**src/rtl/key_bcd_counter_pkg.sv**
```systemverilog
// rtl/key_bcd_counter_pkg.sv - shared constants, FSM state type and BCD/segment helpers
// Contents:
//   SEG_0..SEG_9, SEG_BLANK : seven-segment codes {g,f,e,d,c,b,a}, active-high
//   rpt_state_e             : per-key auto-repeat FSM states
//   seg7()                  : BCD digit to segment code, blank for non-digits
//   bcd_inc() / bcd_dec()   : add/subtract one across up to 8 BCD digits
package key_bcd_counter_pkg;

  localparam logic [6:0] SEG_0     = 7'h3F;
  localparam logic [6:0] SEG_1     = 7'h06;
  localparam logic [6:0] SEG_2     = 7'h5B;
  localparam logic [6:0] SEG_3     = 7'h4F;
  localparam logic [6:0] SEG_4     = 7'h66;
  localparam logic [6:0] SEG_5     = 7'h6D;
  localparam logic [6:0] SEG_6     = 7'h7D;
  localparam logic [6:0] SEG_7     = 7'h07;
  localparam logic [6:0] SEG_8     = 7'h7F;
  localparam logic [6:0] SEG_9     = 7'h6F;
  localparam logic [6:0] SEG_BLANK = 7'h00;

  typedef enum logic [1:0] {
    RPT_IDLE       = 2'd0,
    RPT_PRESS_WAIT = 2'd1,
    RPT_REPEAT     = 2'd2
  } rpt_state_e;

  function automatic logic [6:0] seg7(input logic [3:0] d);
    case (d)
      4'd0:    return SEG_0;
      4'd1:    return SEG_1;
      4'd2:    return SEG_2;
      4'd3:    return SEG_3;
      4'd4:    return SEG_4;
      4'd5:    return SEG_5;
      4'd6:    return SEG_6;
      4'd7:    return SEG_7;
      4'd8:    return SEG_8;
      4'd9:    return SEG_9;
      default: return SEG_BLANK;
    endcase
  endfunction

  // Callers never pass the all-nines value, so the carry always stops inside
  // the populated digits and the unused upper digits stay zero.
  function automatic logic [31:0] bcd_inc(input logic [31:0] v);
    logic [31:0] r;
    logic        carry;
    r     = v;
    carry = 1'b1;
    for (int i = 0; i < 8; i++) begin
      if (carry) begin
        if (r[4*i +: 4] == 4'd9) begin
          r[4*i +: 4] = 4'd0;
        end else begin
          r[4*i +: 4] = r[4*i +: 4] + 4'd1;
          carry       = 1'b0;
        end
      end
    end
    return r;
  endfunction

  // Callers never pass zero, so the borrow always stops inside the populated digits.
  function automatic logic [31:0] bcd_dec(input logic [31:0] v);
    logic [31:0] r;
    logic        borrow;
    r      = v;
    borrow = 1'b1;
    for (int i = 0; i < 8; i++) begin
      if (borrow) begin
        if (r[4*i +: 4] == 4'd0) begin
          r[4*i +: 4] = 4'd9;
        end else begin
          r[4*i +: 4] = r[4*i +: 4] - 4'd1;
          borrow      = 1'b0;
        end
      end
    end
    return r;
  endfunction

endpackage

```
**src/rtl/key_bcd_counter_if.sv**
```systemverilog
// rtl/key_bcd_counter_if.sv - key inputs and display/value outputs of the counter
// Signals:
//   I_key_up/I_key_down/I_key_clr : raw keys, high = pressed, asynchronous
//   O_led   : segments {g,f,e,d,c,b,a}, active-high
//   O_dx    : one-hot digit select, bit 0 = least significant digit
//   O_value : BCD count, nibble 0 = least significant digit
//   O_wrap  : one-cycle pulse when a step wraps
// Modports: master = board/bench side, slave = counter side.
interface key_bcd_counter_if #(
  parameter int DIGITS = 2
);
  logic                  I_key_up;
  logic                  I_key_down;
  logic                  I_key_clr;
  logic [6:0]            O_led;
  logic [DIGITS-1:0]     O_dx;
  logic [4*DIGITS-1:0]   O_value;
  logic                  O_wrap;

  modport master (
    output I_key_up, I_key_down, I_key_clr,
    input  O_led, O_dx, O_value, O_wrap
  );

  modport slave (
    input  I_key_up, I_key_down, I_key_clr,
    output O_led, O_dx, O_value, O_wrap
  );
endinterface

```
**src/rtl/key_bcd_counter_key_debounce_repeat.sv**
```systemverilog
// rtl/key_bcd_counter_key_debounce_repeat.sv - key synchronizer, debouncer and auto-repeat step generator
// Ports:
//   I_clk, I_rst_n : clock, asynchronous active-low reset
//   I_key          : raw key, high = pressed, asynchronous to I_clk
//   O_step         : registered one-cycle step pulse (press, then auto-repeat)
module key_debounce_repeat
  import key_bcd_counter_pkg::*;
#(
  parameter int DEBOUNCE_CYC = 20000,
  parameter int REPEAT_DELAY = 25000000,
  parameter int REPEAT_RATE  = 5000000,
  parameter bit EN_REPEAT    = 1'b1
) (
  input  logic I_clk,
  input  logic I_rst_n,
  input  logic I_key,
  output logic O_step
);

  localparam int DW   = $clog2(DEBOUNCE_CYC + 1);
  localparam int RMAX = (REPEAT_DELAY > REPEAT_RATE) ? REPEAT_DELAY : REPEAT_RATE;
  localparam int TW   = $clog2(RMAX + 1);

  localparam logic [DW-1:0] DB_LAST    = DW'(DEBOUNCE_CYC - 1);
  localparam logic [TW-1:0] DELAY_LAST = TW'(REPEAT_DELAY - 1);
  localparam logic [TW-1:0] RATE_LAST  = TW'(REPEAT_RATE - 1);

  logic          sync1_q, sync1_d;
  logic          sync2_q, sync2_d;
  logic          level_q, level_d;
  logic          step_q, step_d;
  logic [DW-1:0] db_cnt_q, db_cnt_d;
  logic [TW-1:0] timer_q, timer_d;
  rpt_state_e    state_q, state_d;

  // db_cnt counts consecutive samples that disagree with the debounced level;
  // any agreeing sample restarts it, so only a clean run flips the level.
  always_comb begin
    sync1_d  = I_key;
    sync2_d  = sync1_q;
    level_d  = level_q;
    db_cnt_d = '0;
    if (sync2_q != level_q) begin
      if (db_cnt_q == DB_LAST) begin
        level_d = sync2_q;
      end else begin
        db_cnt_d = db_cnt_q + DW'(1);
      end
    end
  end

  // Decisions use level_d so the press step leaves in the same edge as the
  // level flip, and a release cancels a repeat due in that very edge.
  // IDLE with level_d high can only mean a fresh rising edge.
  always_comb begin
    state_d = state_q;
    timer_d = timer_q;
    step_d  = 1'b0;
    if (!level_d) begin
      state_d = RPT_IDLE;
      timer_d = '0;
    end else begin
      case (state_q)
        RPT_IDLE: begin
          state_d = RPT_PRESS_WAIT;
          timer_d = '0;
          step_d  = 1'b1;
        end
        RPT_PRESS_WAIT: begin
          if (EN_REPEAT) begin
            if (timer_q == DELAY_LAST) begin
              state_d = RPT_REPEAT;
              timer_d = '0;
              step_d  = 1'b1;
            end else begin
              timer_d = timer_q + TW'(1);
            end
          end
        end
        RPT_REPEAT: begin
          if (timer_q == RATE_LAST) begin
            timer_d = '0;
            step_d  = 1'b1;
          end else begin
            timer_d = timer_q + TW'(1);
          end
        end
        default: begin
          state_d = RPT_IDLE;
          timer_d = '0;
        end
      endcase
    end
  end

  always_ff @(posedge I_clk or negedge I_rst_n) begin
    if (!I_rst_n) begin
      sync1_q  <= 1'b0;
      sync2_q  <= 1'b0;
      level_q  <= 1'b0;
      db_cnt_q <= '0;
      timer_q  <= '0;
      state_q  <= RPT_IDLE;
      step_q   <= 1'b0;
    end else begin
      sync1_q  <= sync1_d;
      sync2_q  <= sync2_d;
      level_q  <= level_d;
      db_cnt_q <= db_cnt_d;
      timer_q  <= timer_d;
      state_q  <= state_d;
      step_q   <= step_d;
    end
  end

  assign O_step = step_q;

endmodule

```
**src/rtl/key_bcd_counter.sv**
```systemverilog
// rtl/key_bcd_counter.sv - three-key BCD up/down/clear counter with multiplexed seven-segment display
// Ports:
//   I_clk, I_rst_n : clock, asynchronous active-low reset
//   bus (slave)    : raw keys in; O_led, O_dx, O_value, O_wrap out (all registered)
module key_bcd_counter
  import key_bcd_counter_pkg::*;
#(
  parameter int DIGITS       = 2,
  parameter int DEBOUNCE_CYC = 20000,
  parameter int REPEAT_DELAY = 25000000,
  parameter int REPEAT_RATE  = 5000000,
  parameter int SCAN_CYC     = 50000,
  parameter int WRAP         = 1
) (
  input  logic           I_clk,
  input  logic           I_rst_n,
  key_bcd_counter_if.slave bus
);

  localparam int VW = 4 * DIGITS;
  localparam int IW = (DIGITS > 1) ? $clog2(DIGITS) : 1;
  localparam int SW = $clog2(SCAN_CYC + 1);

  localparam logic [VW-1:0] MAX_VAL   = {DIGITS{4'h9}};
  localparam logic [SW-1:0] SCAN_LAST = SW'(SCAN_CYC - 1);
  localparam logic [IW-1:0] IDX_LAST  = IW'(DIGITS - 1);

  logic step_up, step_down, step_clr;

  logic [VW-1:0]     value_q, value_d;
  logic              wrap_q, wrap_d;
  logic [SW-1:0]     scan_cnt_q, scan_cnt_d;
  logic [IW-1:0]     scan_idx_q, scan_idx_d;
  logic [DIGITS-1:0] dx_q, dx_d;
  logic [6:0]        led_q, led_d;
  logic [3:0]        nibble;

  key_debounce_repeat #(
    .DEBOUNCE_CYC(DEBOUNCE_CYC),
    .REPEAT_DELAY(REPEAT_DELAY),
    .REPEAT_RATE (REPEAT_RATE),
    .EN_REPEAT   (1'b1)
  ) u_key_up (
    .I_clk  (I_clk),
    .I_rst_n(I_rst_n),
    .I_key  (bus.I_key_up),
    .O_step (step_up)
  );

  key_debounce_repeat #(
    .DEBOUNCE_CYC(DEBOUNCE_CYC),
    .REPEAT_DELAY(REPEAT_DELAY),
    .REPEAT_RATE (REPEAT_RATE),
    .EN_REPEAT   (1'b1)
  ) u_key_down (
    .I_clk  (I_clk),
    .I_rst_n(I_rst_n),
    .I_key  (bus.I_key_down),
    .O_step (step_down)
  );

  key_debounce_repeat #(
    .DEBOUNCE_CYC(DEBOUNCE_CYC),
    .REPEAT_DELAY(REPEAT_DELAY),
    .REPEAT_RATE (REPEAT_RATE),
    .EN_REPEAT   (1'b0)
  ) u_key_clr (
    .I_clk  (I_clk),
    .I_rst_n(I_rst_n),
    .I_key  (bus.I_key_clr),
    .O_step (step_clr)
  );

  // Clear beats everything; simultaneous up and down cancel out.
  always_comb begin
    value_d = value_q;
    wrap_d  = 1'b0;
    if (step_clr) begin
      value_d = '0;
    end else if (step_up && !step_down) begin
      if (value_q == MAX_VAL) begin
        if (WRAP != 0) begin
          value_d = '0;
          wrap_d  = 1'b1;
        end
      end else begin
        value_d = VW'(bcd_inc(32'(value_q)));
      end
    end else if (step_down && !step_up) begin
      if (value_q == '0) begin
        if (WRAP != 0) begin
          value_d = MAX_VAL;
          wrap_d  = 1'b1;
        end
      end else begin
        value_d = VW'(bcd_dec(32'(value_q)));
      end
    end
  end

  // Digit scan; the select and segments are registered from the current
  // index and value, so any change shows on the pins one cycle later.
  always_comb begin
    scan_cnt_d = scan_cnt_q + SW'(1);
    scan_idx_d = scan_idx_q;
    if (scan_cnt_q == SCAN_LAST) begin
      scan_cnt_d = '0;
      scan_idx_d = (scan_idx_q == IDX_LAST) ? '0 : scan_idx_q + IW'(1);
    end

    dx_d   = '0;
    nibble = 4'd0;
    for (int i = 0; i < DIGITS; i++) begin
      if (scan_idx_q == IW'(i)) begin
        dx_d[i] = 1'b1;
        nibble  = value_q[4*i +: 4];
      end
    end
    led_d = seg7(nibble);
  end

  always_ff @(posedge I_clk or negedge I_rst_n) begin
    if (!I_rst_n) begin
      value_q    <= '0;
      wrap_q     <= 1'b0;
      scan_cnt_q <= '0;
      scan_idx_q <= '0;
      dx_q       <= '0;
      led_q      <= SEG_BLANK;
    end else begin
      value_q    <= value_d;
      wrap_q     <= wrap_d;
      scan_cnt_q <= scan_cnt_d;
      scan_idx_q <= scan_idx_d;
      dx_q       <= dx_d;
      led_q      <= led_d;
    end
  end

  assign bus.O_value = value_q;
  assign bus.O_wrap  = wrap_q;
  assign bus.O_dx    = dx_q;
  assign bus.O_led   = led_q;

endmodule

```
**src/flat_wrapper.sv**
```systemverilog
// flat-port wrapper written by rule: the top's interface ports become plain ports
module key_bcd_counter_flat import key_bcd_counter_pkg::*;
#(
  parameter int DIGITS       = 2,
  parameter int DEBOUNCE_CYC = 20000,
  parameter int REPEAT_DELAY = 25000000,
  parameter int REPEAT_RATE  = 5000000,
  parameter int SCAN_CYC     = 50000,
  parameter int WRAP         = 1
)
  (I_clk, I_rst_n, bus_I_key_up, bus_I_key_down, bus_I_key_clr, bus_O_led, bus_O_dx, bus_O_value, bus_O_wrap);
  key_bcd_counter_if #(.DIGITS(DIGITS)) bus_i ();
  input  logic I_clk;
  input  logic I_rst_n;
  input wire logic [$bits(bus_i.I_key_up)-1:0] bus_I_key_up;
  input wire logic [$bits(bus_i.I_key_down)-1:0] bus_I_key_down;
  input wire logic [$bits(bus_i.I_key_clr)-1:0] bus_I_key_clr;
  output wire logic [$bits(bus_i.O_led)-1:0] bus_O_led;
  output wire logic [$bits(bus_i.O_dx)-1:0] bus_O_dx;
  output wire logic [$bits(bus_i.O_value)-1:0] bus_O_value;
  output wire logic [$bits(bus_i.O_wrap)-1:0] bus_O_wrap;
  assign bus_i.I_key_up = bus_I_key_up;
  assign bus_i.I_key_down = bus_I_key_down;
  assign bus_i.I_key_clr = bus_I_key_clr;
  assign bus_O_led = bus_i.O_led;
  assign bus_O_dx = bus_i.O_dx;
  assign bus_O_value = bus_i.O_value;
  assign bus_O_wrap = bus_i.O_wrap;
  key_bcd_counter #(.DIGITS(DIGITS), .DEBOUNCE_CYC(DEBOUNCE_CYC), .REPEAT_DELAY(REPEAT_DELAY), .REPEAT_RATE(REPEAT_RATE), .SCAN_CYC(SCAN_CYC), .WRAP(WRAP)) u_core (.I_clk(I_clk), .I_rst_n(I_rst_n), .bus(bus_i));
endmodule
```
**config.mk**
```make
export PLATFORM = sky130hd
export DESIGN_NAME = key_bcd_counter_flat
export DESIGN_NICKNAME = d
export VERILOG_FILES = /design/src/rtl/key_bcd_counter_pkg.sv /design/src/rtl/key_bcd_counter_if.sv /design/src/rtl/key_bcd_counter_key_debounce_repeat.sv /design/src/rtl/key_bcd_counter.sv /design/src/flat_wrapper.sv
export SDC_FILE = /design/constraint.sdc
export NUM_CORES = 1
export LEC_CHECK = 0
export ABC_CLOCK_PERIOD_IN_PS = 2400
export CORE_ASPECT_RATIO = 1.4
export CORE_MARGIN = 4
export CORE_UTILIZATION = 50
export DETAILED_ROUTE_END_ITERATION = 8
export DONT_BUFFER_PORTS = 1
export GPL_ROUTABILITY_DRIVEN = 0
export MAX_ROUTING_LAYER = met4
export PLACE_DENSITY_LB_ADDON = 0.12
export SYNTH_ARGS = -nofsm -noshare
export SYNTH_HDL_FRONTEND = slang
export SYNTH_HIERARCHICAL = 1
export SYNTH_SLANG_ARGS = --single-unit
export TNS_END_PERCENT = 30
```
**constraint.sdc**
```tcl
create_clock -name I_clk -period 2.4 [get_ports I_clk]
set_input_delay 0.24 -clock I_clk [delete_from_list [all_inputs] [get_ports I_clk]]
set_output_delay 0.24 -clock I_clk [all_outputs]
set_load 0.02 [all_outputs]
```
==> impl_metrics.env, run 1 <==
export IMPL_n_antenna_cell=0
export IMPL_port_buffers=0
export IMPL_fp_dieH_um=154
export IMPL_ctsRootBufferMaster="clkbuf_16"
export IMPL_cp_required_ns=2.68
export IMPL_synth_fa_ha_area_share_pct=4.94
export IMPL_netlist_area_sq_um=7610
export IMPL_cts_sinks=147
export IMPL_powerDensity_nw_per_um2=625
export IMPL_netlist_instances=757
export IMPL_hold_worst_slack_ns=-0.487
export IMPL_final_net_count=805
export IMPL_p_leak_nw=3.49
export IMPL_synthToLayoutAreaGrowth_pct=11.5
export IMPL_crit_chain="or4_1 -> nor4_2 -> buf_4 -> a31oi_1 -> o211ai_4 -> nor2_1"
export IMPL_critPathKind="reg -> reg"
export IMPL_setup_viol=0
export IMPL_finalClockSkew_ns=0.0107
export IMPL_synth_seq_area_share_pct=48.4
export IMPL_status="complete, but fails checks"
export IMPL_tns_ns=0
export IMPL_core_area_sq_um=15000
export IMPL_dp_cells=939
export IMPL_slew_headroom_pct=55.9
export IMPL_routed_via_density=5.57
export IMPL_ios=23
export IMPL_synth_cell_types=67
export IMPL_rows=53
export IMPL_synth_nets=792
export IMPL_start_kind="register"
export IMPL_end_kind="register"
export IMPL_ys_ff_latch=147
export IMPL_grt_pass1_vias=5467
export IMPL_cts_htree_levels=4
export IMPL_synth_warnings=6
export IMPL_dieArea_sq_um=17300
export IMPL_routed_wl_um=14700
export IMPL_slowest_stage="or4_1"
export IMPL_overflow=0
export IMPL_synth_edf_count=0
export IMPL_synth_simple_gate_area_share_pct=25.7
export IMPL_cts_inserted_buffers=17
export IMPL_vias=5425
export IMPL_synth_xor_area_share_pct=11.2
export IMPL_worstSkewPairLatency_ns=0.42
export IMPL_layout_cells_non_filler=974
export IMPL_hold_viol_final=147
export IMPL_syn_area_per_cell_sq_um=10.0
export IMPL_fmax_mhz=430
export IMPL_max_cap_violations=0
export IMPL_async_flop_share_pct=100
export IMPL_setup_ws_ns=0.0736
export IMPL_drive_gt1_share_pct=8.95
export IMPL_failed_checks="hold timing"
export IMPL_ys_flop_type="dfrtp_1"
export IMPL_synth_compound_gate_area_share_pct=5.56
export IMPL_final_area_sq_um=8480
export IMPL_clockBufferDepth=2
export IMPL_grt_pass1_wl_um=25400
export IMPL_cts_hold_buffers=3
export IMPL_place_ws_ns=-0.0683
export IMPL_cts_tree="built"
export IMPL_cp_max_fo=13
export IMPL_period_needed_ns=2.33
export IMPL_peakVddDrop_mv=0.532
export IMPL_grt_max_degree=148
export IMPL_path_clk_slew_ns=0.06
export IMPL_drt_pass1_iterations=4
export IMPL_hp_class="in -> async"
export IMPL_post_dp_hpwl_um=9720
export IMPL_drtIter0Drc=331
export IMPL_crit_arrival_ns=2.61
export IMPL_die_w_um=112
export IMPL_route_detailed_drc=0
export IMPL_max_stage_delay_ns=0.55
export IMPL_tightestPinTransition_ns=0.658
export IMPL_initial_utilization_pct=50.8
export IMPL_wl_per_cell_um=15.0
export IMPL_muxShareOfSynthArea_pct=1.61
export IMPL_rsz0062_at_grt="yes"
export IMPL_grt_use_total_pct=18.2
export IMPL_drv_slew=0
export IMPL_ant_nets=0
export IMPL_min_period_over_period_pct=96.9
export IMPL_dpl_cell_area_sq_um=7810
export IMPL_antenna_found_initial=0
export IMPL_synth_top_family_by_area="simple AND/OR/NAND/NOR gates"
==> per-stage QoR <==
| stage | util, % | total power [W] |
|---|---|---|
| 2_1_floorplan | - | 0.00258 |
| 3_3_place_gp | 52.1 | 0.00259 |
| 3_5_place_dp | 52.1 | 0.00259 |
| 4_1_cts | 56.4 | 0.00538 |
| 5_1_grt | 56.6 | 0.00550 |
| 6_report | 56.6 | 0.00530 |
==> Yosys cell counts (11+ instances only) <==
cell type    n  area, sq um
nor2_1     125          469
xnor2_1     48          420
xor2_1      49          429
and3_1      15         93.8
nand3_1     48          240
ha_1        30          375
inv_1       25         93.8
nor3_1      20          100
o21ai_0     13         65.1
a21oi_1     21          105
clkbuf_1    11         41.3
nand4_1     26          163
nand2_1     48          180
nor4_1      13         81.3
dfrtp_1    147         3680
==> worst paths after layout <==
kind	startpoint	slack (ns)	depth (start not counted)	to
worst max register to register	u_core/u_key_down/timer_q[17]$_DFF_PN0_	0.07	6	u_core/u_key_down/timer_q[13]$_DFF_PN0_
worst min-delay path	I_rst_n	-0.49	0	u_core/u_key_up/db_cnt_q[10]$_DFF_PN0_
worst min register to register	u_core/u_key_up/sync1_q$_DFF_PN0_	0.34	0	u_core/u_key_up/sync2_q$_DFF_PN0_
max in group asynchronous	I_rst_n	2.62	0	u_core/u_key_down/timer_q[0]$_DFF_PN0_
worst max-delay path	u_core/u_key_down/timer_q[17]$_DFF_PN0_	0.07	6	u_core/u_key_down/timer_q[13]$_DFF_PN0_
min in group I_clk	u_core/u_key_up/sync1_q$_DFF_PN0_	0.34	0	u_core/u_key_up/sync2_q$_DFF_PN0_
==> metal layers <==
layer | up-vias | GRT usage [%] | share of wire [%]
met5 | - | - | 0
met4 | 0 | 6.53 | 0.78
met1 | 2700 | 21.0 | 44
met2 | 69 | 31.0 | 53
li1 | 2650 | - | -
met3 | 6 | 4.09 | 2.9
==> critical path, delay by kind of cell, from the launching register on <==
family	cells	cell delay [ns]
DFF	1	0.43
buffers and inverters	1	0.18
and+or+nand+nor	3	0.87
AOI/OAI and AO/OA	2	0.71
==> registers in the layout, indices dropped and copies added, names as in the netlist, 2 cells and up <==
register and flops:
u_core/bus.O_dx 2, u_core/bus.O_led 7, u_core/bus.O_value 8, u_core/scan_cnt_q 16, u_core/u_key_clr/db_cnt_q 15, u_core/u_key_down/db_cnt_q 15, u_core/u_key_down/state_q 2, u_core/u_key_down/timer_q 25
u_core/u_key_up/db_cnt_q 15, u_core/u_key_up/state_q 2, u_core/u_key_up/timer_q 25
==> final cells by class <==
type                            instances  area (sq um)
Fill cell                            1309          6510
Clock inverter                         13           186
Sequential cell                       147          3680
Tap cell                              192           240
Timing Repair Buffer                   12          97.6
Clock buffer                           18           429
Inverter                               26          97.6
Multi-Input combinational cell        566          3750
==> placed cells by master, fill, tap and decap left out, types with 3 or more instances in the layout <==
cell / synthesis / final
clkbuf_16: 0 / 17
nand2_1: 48 / 48
a31oi_1: 4 / 4
a211oi_1: 4 / 4
clkinvlp_4: 0 / 4
nand4_1: 26 / 26
buf_4: 0 / 9
a21oi_1: 21 / 21
clkinv_4: 0 / 3
nand3b_1: 4 / 4
and2_1: 8 / 8
and4_1: 10 / 10
ha_1: 30 / 30
nor2b_1: 4 / 4
xor2_1: 49 / 49
mux2_2: 3 / 3
xnor2_1: 48 / 48
dlygate4sd3_1: 0 / 3
dfrtp_1: 147 / 147
or4_1: 3 / 3
and3_1: 15 / 15
nor4_2: 4 / 5
inv_1: 25 / 25
nand4b_1: 4 / 4
or3_1: 5 / 5
o211ai_1: 4 / 4
nand3_1: 48 / 48
nor2_1: 125 / 125
nor3_1: 20 / 20
mux2i_1: 6 / 6
o21ai_0: 13 / 13
nor4_1: 13 / 12
bufinv_16: 0 / 4
==> timing repair <==
action,CTS,global route
cloned,0,1
setup buffers,0,0
hold endpoints to repair,150,147
pin swaps,1,1
endpoints found under the setup margin,25,25
gates resized for setup,1,1
==> power breakdown <==
part           switching, W   total, W  internal [W]
logic             0.0000229  0.0000404     0.0000175
registers         0.0000166    0.00251       0.00250
clock network       0.00102    0.00275       0.00173
==> kinds of logic (layout without fill, tap and decap cells) <==
group,Yosys count,count (layout)
AOI/OAI and AO/OA,64,65
buffers and inverters,45,69
DFF,147,147
xor gates and xnor gates,97,97
adders and majority gates,30,30
and+or+nand+nor,363,363
muxes,11,11
Power figures use the tool's default switching activity.
==> inputs of run 2 (changes only) <==
--- a/config.mk
+++ b/config.mk
@@ -12,7 +12,6 @@
 export DETAILED_ROUTE_END_ITERATION = 8
 export DONT_BUFFER_PORTS = 1
 export GPL_ROUTABILITY_DRIVEN = 0
-export MAX_ROUTING_LAYER = met4
 export PLACE_DENSITY_LB_ADDON = 0.12
 export SYNTH_ARGS = -nofsm -noshare
 export SYNTH_HDL_FRONTEND = slang
==> run 2 against run 1 <==
Effect of this change: the run still ends with hold timing left; cell count unchanged; via count increased by 0.11%; clock-buffer cell count unchanged; maximum frequency increased by 0.20%; non-clock buffer count unchanged; global-route usage decreased by 0.54 points; critical path depth unchanged; total power increased by 0.18%; setup slack improved by 0.0047 ns; largest cell class unchanged; largest power group unchanged.
==> impl_metrics.env, run 2 (synthesized netlist as in run 1, its figures left out) <==
export IMPL_status="complete, but fails checks"
export IMPL_failed_checks="hold timing"
export IMPL_drive_gt1_share_pct=8.95
export IMPL_drtIter0Drc=334
export IMPL_drv_slew=0
export IMPL_cts_tree="built"
export IMPL_crit_family="simple AND/OR/NAND/NOR gates"
export IMPL_synthToLayoutAreaGrowth_pct=11.5
export IMPL_routed_wl_um=14700
export IMPL_fmax_mhz=431
export IMPL_drt_pass1_iterations=4
export IMPL_wl_per_cell_um=15.0
export IMPL_hold_viol_final=147
export IMPL_regToRegStartpoint="u_core/u_key_down/timer_q[17]$_DFF_PN0_"
export IMPL_fp_dieH_um=154
export IMPL_port_buffers=0
export IMPL_routed_via_density=5.58
export IMPL_antenna_found_initial=0
export IMPL_grt_use_total_pct=17.7
export IMPL_route_detailed_drc=0
export IMPL_die_w_um=112
export IMPL_p_leak_nw=3.49
export IMPL_n_antenna_cell=0
export IMPL_setup_viol=0
export IMPL_critPathKind="reg -> reg"
export IMPL_cp_required_ns=2.69
export IMPL_ant_nets=0
export IMPL_max_stage_delay_ns=0.55
export IMPL_initial_utilization_pct=50.8
export IMPL_grt_pass1_vias=5490
export IMPL_cp_max_fo=13
export IMPL_vias=5431
export IMPL_setup_ws_ns=0.0784
export IMPL_post_dp_hpwl_um=9720
export IMPL_hold_worst_slack_ns=-0.490
export IMPL_ios=23
export IMPL_top_regs="u_core/u_key_down/timer_q: 25 flops, u_core/u_key_up/timer_q: 25 flops, u_core/scan_cnt_q: 16 flops"
export IMPL_ctsRootBufferMaster="clkbuf_16"
export IMPL_core_area_sq_um=15000
export IMPL_slew_headroom_pct=56.2
export IMPL_final_net_count=805
export IMPL_peakVddDrop_mv=0.535
export IMPL_grt_max_degree=148
export IMPL_crit_chain="or4_1 -> nor4_2 -> buf_4 -> a31oi_1 -> o211ai_4 -> nor2_1"
export IMPL_place_ws_ns=-0.0683
export IMPL_tns_ns=0
export IMPL_period_needed_ns=2.32
export IMPL_postCtsSetupRepairBufs=0
export IMPL_rsz0062_at_grt="yes"
export IMPL_worstSkewPairLatency_ns=0.43
export IMPL_finalClockSkew_ns=0.0188
export IMPL_finalPower_w=0.00531
export IMPL_max_cap_violations=0
export IMPL_powerDensity_nw_per_um2=627
export IMPL_crit_start="u_core/u_key_down/timer_q[17]$_DFF_PN0_"
export IMPL_final_common_cell="dfrtp_1"
export IMPL_cts_hold_buffers=3
export IMPL_cts_inserted_buffers=17
export IMPL_tightestPinTransition_ns=0.654
export IMPL_start_kind="register"
export IMPL_path_buf_inv=1
export IMPL_cts_sinks=147
export IMPL_end_kind="register"
export IMPL_clockBufferDepth=2
export IMPL_dieArea_sq_um=17300
export IMPL_cts_htree_levels=4
export IMPL_crit_arrival_ns=2.61
export IMPL_overflow=0
export IMPL_min_period_over_period_pct=96.7
export IMPL_path_clk_slew_ns=0.06
export IMPL_rows=53
export IMPL_r2r_slack_ns=0.08
export IMPL_n_fill_cell=1309
export IMPL_grt_pass1_wl_um=25400
export IMPL_slowest_stage="or4_1"
export IMPL_final_cell_mix="147 x dfrtp_1, 125 x nor2_1, 49 x xor2_1"
export IMPL_hp_class="in -> async"
run 2: final timing paths:
check | end | cells after the start
worst max-delay path | u_core/u_key_down/timer_q[13]$_DFF_PN0_ | 6
worst min-delay path | u_core/u_key_up/db_cnt_q[10]$_DFF_PN0_ | 0
worst max register to register | u_core/u_key_down/timer_q[13]$_DFF_PN0_ | 6
worst min register to register | u_core/u_key_down/sync2_q$_DFF_PN0_ | 0
max in group asynchronous | u_core/u_key_down/timer_q[0]$_DFF_PN0_ | 0
min in group I_clk | u_core/u_key_down/sync2_q$_DFF_PN0_ | 0
run 2: timing repair:
action                                  in CTS  in global routing
hold endpoints to repair                   150                147
gates cloned                                 0                  1
resized for setup                            1                  1
endpoints found under the setup margin      25                 25
pin swaps                                    1                  1
run 2: per-stage QoR:
step | utilization [%] | cell area [sq um] | cells
finish | 56.6 | 8480 | 974
global route | 56.6 | 8480 | 974
CTS | 56.4 | 8460 | 973
detailed placement | 52.1 | 7810 | 939
global placement | 52.1 | 7810 | 939
floorplan | - | 7610 | 757
run 2: cell type report:
cell class	count	area, sq um	share of cell area [%]
repair buffers	12	97.6	1.15
clock buffers	18	429	5.06
clock inverters	13	186	2.20
well taps	192	240	2.83
inverters	26	97.6	1.15
multi-input cells	566	3750	44.2
flip-flops and latches	147	3680	43.4
run 2: report_power, final:
part	leakage [nW]	switching [W]	total, W	internal (W)
clock	0.288	0.00103	0.00276	0.00173
combinational	1.22	0.0000228	0.0000403	0.0000175
sequential	1.98	0.0000168	0.00251	0.00250
run 2: layer usage:
layer | GRT usage [%] | up-vias | wire, um
met1 | 20.8 | 2692 | 6330
met4 | 7.04 | 0 | 268
met5 | 0 | - | 0
met3 | 3.70 | 18 | 408
li1 | - | 2651 | -
met2 | 31.2 | 70 | 7650
